`config.mk`:
```
export PLATFORM = sky130hd
export DESIGN_NAME = if_stage
export DESIGN_NICKNAME = d
export VERILOG_FILES = /design/src/rtl/if_stage.sv
export SDC_FILE = /design/constraint.sdc
export NUM_CORES = 1
export LEC_CHECK = 0
export BUFFER_PORTS_ARGS = -buffer_cell sky130_fd_sc_hd__buf_2
export CAP_MARGIN = 20
export CORE_MARGIN = 5
export CORE_UTILIZATION = 55
export DETAILED_ROUTE_END_ITERATION = 7
export PLACE_DENSITY = 0.81
export SYNTH_ARGS = -nofsm -noshare
export SYNTH_HDL_FRONTEND = slang
export SYNTH_SLANG_ARGS = --single-unit
```
`constraint.sdc`:
```
create_clock -name clk -period 5.7 [get_ports clk]
set_input_delay 0.285 -clock clk [delete_from_list [all_inputs] [get_ports clk]]
set_output_delay 0.285 -clock clk [all_outputs]
set_load 0.1 [all_outputs]
```
`src/rtl/if_stage.sv`:
```
// Instruction fetch stage: owns fetch_pc, issues imem word requests, buffers
// returned words and presents the head entry to decode; drops stale fetches after a redirect.
//
// state | meaning
// RUN   | issue fetches while buffer + in-flight space remains
// DRAIN | redirect pending: no fetches, drop responses until discard == 0
module if_stage #(
    parameter logic [31:0] RESET_PC   = 32'h0000_0000,
    parameter int          FIFO_DEPTH = 2,
    parameter int          MAX_OUTST  = 2
) (
    input  logic        clk,
    input  logic        rst,
    input  logic        ID_stall,
    input  logic        EX_redirect,
    input  logic [31:0] EX_target,
    output logic        imem_req,
    output logic [31:0] imem_addr,
    input  logic        imem_gnt,
    input  logic        imem_rvalid,
    input  logic [31:0] imem_rdata,
    output logic [31:0] IF_pc,
    output logic [31:0] IF_inst,
    output logic        IF_vld
);
    localparam int CW = $clog2(FIFO_DEPTH) + 1;
    localparam int PW = (FIFO_DEPTH > 1) ? $clog2(FIFO_DEPTH) : 1;
    localparam int TW = (MAX_OUTST > 1) ? $clog2(MAX_OUTST) : 1;
    localparam logic [31:0] NOP = 32'h0000_0013;

    localparam logic ST_RUN   = 1'b0;
    localparam logic ST_DRAIN = 1'b1;

    logic          state;
    logic [31:0]   fetch_pc;
    logic [CW-1:0] outst;
    logic [CW-1:0] discard;
    logic [CW-1:0] fifo_cnt;
    logic [PW-1:0] fifo_rd;
    logic [PW-1:0] fifo_wr;
    logic [31:0]   fifo_pc   [FIFO_DEPTH];
    logic [31:0]   fifo_inst [FIFO_DEPTH];
    logic [TW-1:0] tag_rd;
    logic [TW-1:0] tag_wr;
    logic [31:0]   tag_pc    [MAX_OUTST];

    logic          req_fire;
    logic          resp_fire;
    logic          push;
    logic          pop;
    logic [CW:0]   space_used;
    logic [CW-1:0] outst_nxt;
    logic [CW-1:0] discard_dec;
    logic          unused_tgt_lsb;

    assign unused_tgt_lsb = ^EX_target[1:0];

    function automatic logic [TW-1:0] tag_inc(input logic [TW-1:0] p);
        return (p == TW'(MAX_OUTST - 1)) ? '0 : p + TW'(1);
    endfunction

    // Space is reserved for every in-flight request, so a response always has a slot.
    assign space_used = {1'b0, fifo_cnt} + {1'b0, outst};

    assign imem_req = !rst && (state == ST_RUN) && !EX_redirect
                      && (space_used < (CW+1)'(FIFO_DEPTH))
                      && (outst < CW'(MAX_OUTST));
    assign imem_addr = fetch_pc;

    assign req_fire    = imem_req && imem_gnt;
    assign resp_fire   = !rst && imem_rvalid && (outst != '0);
    assign push        = resp_fire && (discard == '0) && !EX_redirect;
    assign pop         = IF_vld && !ID_stall && !EX_redirect;
    assign outst_nxt   = outst + CW'(req_fire) - CW'(resp_fire);
    assign discard_dec = (resp_fire && discard != '0) ? discard - CW'(1) : discard;

    assign IF_vld  = !rst && (fifo_cnt != '0);
    assign IF_pc   = IF_vld ? fifo_pc[fifo_rd]   : 32'h0;
    assign IF_inst = IF_vld ? fifo_inst[fifo_rd] : NOP;

    always_ff @(posedge clk) begin
        if (rst) begin
            state    <= ST_RUN;
            fetch_pc <= RESET_PC;
            outst    <= '0;
            discard  <= '0;
            fifo_cnt <= '0;
            fifo_rd  <= '0;
            fifo_wr  <= '0;
            tag_rd   <= '0;
            tag_wr   <= '0;
        end else begin
            outst <= outst_nxt;
            if (req_fire)  tag_wr <= tag_inc(tag_wr);
            if (resp_fire) tag_rd <= tag_inc(tag_rd);

            if (EX_redirect) begin
                fetch_pc <= {EX_target[31:2], 2'b00};
                discard  <= outst_nxt;
                state    <= (outst_nxt != '0) ? ST_DRAIN : ST_RUN;
                fifo_cnt <= '0;
                fifo_rd  <= '0;
                fifo_wr  <= '0;
            end else begin
                if (req_fire) fetch_pc <= fetch_pc + 32'd4;
                discard <= discard_dec;
                if (state == ST_DRAIN && discard_dec == '0) state <= ST_RUN;
                if (push) fifo_wr <= fifo_wr + PW'(1);
                if (pop)  fifo_rd <= fifo_rd + PW'(1);
                fifo_cnt <= fifo_cnt + CW'(push) - CW'(pop);
            end
        end
    end

    // Storage needs no reset: validity is carried by the counters and pointers.
    always_ff @(posedge clk) begin
        if (req_fire) tag_pc[tag_wr] <= fetch_pc;
        if (push) begin
            fifo_pc[fifo_wr]   <= tag_pc[tag_rd];
            fifo_inst[fifo_wr] <= imem_rdata;
        end
    end

    assert property (@(posedge clk) disable iff (rst) imem_rvalid |-> (outst != '0))
        else $error("if_stage: imem_rvalid with no request outstanding");

endmodule

```
* Word level (Yosys, flattened, before mapping) *
Memories as Yosys holds them, arrays and structs flattened. A register that Yosys moved wholly into a read port is not among the register bits.
Cells that the tools add are included.

storage, ports and cells
  output and inout port bits = 98
  bits in read-only memories = 0
  memories kept = 3
  register bits = 43
  word-level logic and storage cells = 74
  memory bits (writable) = 192
  bits in latches = 0

memories
  name       depth  bits a word  read ports  clocked after memory_dff  write ports  RTL line  RTL
  fifo_inst  2      32           1           1                         1            42        logic [31:0] fifo_inst [FIFO_DEPTH];
  fifo_pc    2      32           1           1                         1            41        logic [31:0] fifo_pc [FIFO_DEPTH];
  tag_pc     2      32           1           1                         1            45        logic [31:0] tag_pc [MAX_OUTST];

cells by class
  reductions and logical operators = 26
  $mul = 0
  divide/modulo/power cells = 0
  muxes and demuxes = 21
  shift operators = 0
  $add $sub $neg = 11
  order comparisons = 2
  bitwise logic cells = 1
  eq/ne operators = 0

operators by type and width
  kind                     count
  $mux W32                 4
  $add A32 B3 Y32 const B  1
  $mux W1                  15
  $logic_and A1 B1 Y1      14
  $reduce_bool A2 Y1       6
  $add A1 B1 Y1 const B    4
  $add A2 B1 Y2            2
  $logic_not A2 Y1         2
  $mux W2                  2
  $sub A2 B1 Y2            2
  $add A2 B2 Y3            1
  $logic_not A1 Y1         3
  $lt A3 B2 Y1 const B     1
  $lt A2 B2 Y1 const B     1
  $reduce_or A2 Y1         1
  $sub A2 B1 Y2 const B    1
  $not A1 Y1               1

* Logic depth before layout (Yosys ltp) *
  depth after elaboration = 11
  gate-level depth with buffers = 13

* Worst setup path after synthesis *
OpenSTA, ideal clock, no wires.

  path type = input to register
  start = in rst
  end = mem fifo_inst[0][0], enable pin
  arrival = 3.562 ns
  setup slack = 1.655 ns
  path buffers = 1
  stages = 4
  setup time = 0.482 ns
  path through = clkbuf_1 nor2_1 o2111ai_1 nor2_1

between the ends
  longest elaborated chain between the ends = 7

RTL lines
  what                              RTL line  RTL
  start, declared                   13        input logic rst,
  $logic_not A1 Y1                  71        assign resp_fire = !rst && imem_rvalid && (outst != '0);
  $logic_and A1 B1 Y1 (2 in a row)  71
  $logic_and A1 B1 Y1 (2 in a row)  72        assign push = resp_fire && (discard == '0) && !EX_redirect;
  $mux W1                           118       if (push) begin
  $mux W1 (implied by the code)     120       fifo_inst[fifo_wr] <= imem_rdata;
  end, declared                     42

No other way between the ends.

* Worst setup path in the final report *
  start = reg outst[0]
  end = reg state

between the ends
  longest elaborated chain between the ends = 10

RTL lines
  what                    RTL line  RTL
  start, declared         36        logic [CW-1:0] outst;
  start signal, assigned  93        outst <= outst_nxt;
  $add A2 B2 Y3           63        assign space_used = {1'b0, fifo_cnt} + {1'b0, outst};
  $lt A3 B2 Y1            66        && (space_used < (CW+1)'(FIFO_DEPTH))
  $logic_and A1 B1 Y1     66
  $logic_and A1 B1 Y1     67        && (outst < CW'(MAX_OUTST));
  $logic_and A1 B1 Y1     70        assign req_fire = imem_req && imem_gnt;
  $add A2 B1 Y2           74        assign outst_nxt = outst + CW'(req_fire) - CW'(resp_fire);
  $sub A2 B1 Y2           74
  $reduce_bool A2 Y1      100       state <= (outst_nxt != '0) ? ST_DRAIN : ST_RUN;
  $mux W1                 100
  $mux W1                 97        if (EX_redirect) begin
  end signal, assigned    100
  end, declared           34        logic state;

Parallel ways exist; a longest one is shown, timed or not.
A chain may end at the register's enable or synchronous reset.

==> flow_metrics.tcl <==
set metrics [dict create \
    fin_crit_ns 3.618 \
    synth_edf_count 184 \
    timing.setup.tns_ns 0 \
    ios 168 \
    antenna_found_initial 0 \
    place.gp.congestion 0.8579 \
    synth.distinct_cells 50 \
    track_usage_pct 20.10 \
    yosysTopAreaCell "edfxtp_1" \
    num_vias 6084 \
    peakVddDrop_mv 0.2063 \
    synthCells 657 \
    power.leakage_nw 4.119 \
    min_to "imem_addr[25]" \
    synth_area_um2 9168 \
    grt_pass1_vias 6225 \
    arrival_ns 4.00 \
    die-area_um2 19350 \
    vias_per_cell 5.602 \
    maxCapViolations 0 \
    grt_max_degree 63 \
    cts-resized-gates 0 \
    hpwl_um 12790 \
    timing.fmax_mhz 276.4 \
    drc 0 \
    r2r_end "state" \
    cts_hold_buf 33 \
    skew_ns 0.01213 \
    area_delta_synth_final_pct 23.02 \
    synth_most_common_cell "edfxtp_1" \
    synth_top_area_share_pct 60.27 \
    whs_path_depth 3 \
    drv_slew 0 \
    fin_crit_sh_pct 63.48 \
    firstDrtPassIters 5 \
    hp-class "input port to flip-flop" \
    post_drt_wl_per_cell_um 18.70 \
    antenna_cells 0 \
    portBuffers 161 \
    globalRouteOverflowTotal 0 \
    ys.flop_type "edfxtp_1" \
    ff2ff_setup_slack_ns 2.08 \
    yosys_warnings 0 \
    start_util_pct 55.68 \
    final_cells 1086 \
    first_iter_violations 463 \
    insertion_delay_ns 0.50 \
    die_h_um 139.1 \
    avgSynthCellArea_um2 13.95 \
    cts_buffers 23 \
    root_buffer "clkbuf_16" \
    worstRegToRegCells 12 \
    cts_sinks 227 \
    hold_viol 0 \
    required_ns 6.08 \
    grt_pass1_wl_um 31720 \
    synthArstFlopShare_pct 0 \
    ys_seq_area_share_pct 69.66 \
    status "finished clean" \
    path_max_fanout 35 \
    layout-drive-gt1-share_pct 28.52 \
    rsz0062_at_grt "no" \
    coreArea_um2 16470 \
    tritoncts "yes" \
    critPathKind "flip-flop to flip-flop" \
    synth_seq_cells 227 \
    postCtsSetupBuffers 0 \
    endpoint_kind "flip-flop" \
    tightest_slew_ns 1.133 \
    routed_wl_um 20310 \
    post-place-cells 1012 \
    multi_input_area_um2 2616 \
    clockBufferDepth 3 \
    finalNetCount 927 \
    fill_cells 1129 \
    r2r_start "outst[0]" \
    cp-start-kind "flip-flop" \
    h-tree-depth 1 \
    antenna_left 0 \
    relSlewSlack_pct 24.47 \
    seqCellArea_um2 6390 \
    synthTopCellsByCount "edfxtp_1, nor2_1, mux2i_1, dfxtp_1, mux2_2" \
    dieWidth_um 139.1 \
    power.density_nw_per_um2 333.6 \
    setup_violations 0 \
    clk_pin_slew_ns 0.06 \
    netlist_top_cells_area "edfxtp_1, dfxtp_1, mux2i_1" \
    min_from "EX_target[25]" \
    row_count 47 \
]
==> worst max-delay path, cell delays in order (launching register included) <==
cell	delay [ns]
dfxtp_1	0.38
and2_1	0.16
fa_1	0.42
or4_4	0.59
nor2_8	0.29
inv_2	0.33
ha_1	0.39
inv_1	0.04
ha_1	0.17
xor2_1	0.15
xnor2_1	0.23
nor2b_1	0.21
o22ai_1	0.12
==> state kept, by name, summed over array words and instances, names as in the netlist, named ones only <==
name	cells
fifo_rd	1
tag_wr	1
state	1
discard	2
tag_pc	60
outst	2
fifo_cnt	2
fifo_inst	64
imem_addr	30
fifo_wr	1
fifo_pc	60
tag_rd	1
==> logic make-up after synthesis <==
logic type | after synthesis | synth area share (%)
flip-flops | 227 | 69.66
other | 1 | 0.04091
AO/OA/AOI/OAI | 70 | 4.900
XOR/XNOR | 15 | 1.433
multiplexers | 94 | 10.69
AND/OR/NAND/NOR | 196 | 10.13
buffers and inverters | 47 | 2.115
adder cells (fa/ha/maj) | 7 | 1.037
==> how the worst max path moves through the flow <==
stage,endpoint,from,slack (ns),cells after the start
after CTS,state,outst[0],2.18,12
after global routing,state,outst[0],2.01,12
after detailed placement,state,outst[0],2.23,12
final,state,outst[0],2.08,12
after floorplan,fifo_inst[0][0],rst,1.66,4
after global placement,state,outst[0],2.32,12
==> per-layer routing <==
layer / GRT usage [%] / share of wire [%] / vias up
li1: - / - / 2833
met4: 7.261 / 2.8 / 0
met3: 4.103 / 7.5 / 44
met1: 24.54 / 39 / 2921
met5: 0 / 0 / -
met2: 35.49 / 50 / 286
==> placed cells by master, fill, tap and decap left out, types with 5 or more instances in the layout <==
master         synthesis  routed
o211ai_1               5       5
buf_4                  4       6
a21oi_1               14      14
inv_1                 11      11
edfxtp_1             184     184
mux2i_1               63      63
dlygate4sd3_1          0      33
clkbuf_1              29       5
dfxtp_1               43      42
nor2b_1                5       5
nand3_1               16      16
a31oi_1               13      13
clkbuf_16              0      23
nor3_1                 6       6
buf_2                  2     161
nor2_1               100      97
o21ai_0               14      14
nand2_1               26      26
xnor2_1                7       7
mux2_2                31      31
xor2_1                 8       8
ha_1                   6       6
nand4_1               14      14
o22ai_1                5       5
and2_1                 7       7
==> layout make-up <==
class | instances | area share, %
flip-flops and latches | 227 | 56.66
inverters | 12 | 0.3994
repair buffers | 200 | 10.47
well taps | 220 | 2.441
multi-input cells | 386 | 23.20
clock buffers | 32 | 5.758
clock inverters | 9 | 1.076
==> stage by stage <==
step	cell area [µm²]	setup slack [ns]	utilization [%]	hold WS, ns	total power (W)
floorplan	9179	1.655	-	0.3839	0.002172
global placement	10180	2.321	61.81	0.4733	0.002249
detailed placement	10180	2.230	61.81	0.4765	0.002263
CTS	11280	2.183	68.50	0.009647	0.003785
global route	11280	2.007	68.50	0.04316	0.003886
finish	11280	2.082	68.50	0.02399	0.003763
==> power breakdown <==
| part | switching (W) | internal [W] |
|---|---|---|
| Sequential | 0.0000386 | 0.00185 |
| Combinational | 0.000255 | 0.000109 |
| Clock | 0.000584 | 0.000929 |
| Total | 0.000877 | 0.00289 |
Note: power is estimated with default switching activity, not from simulation.
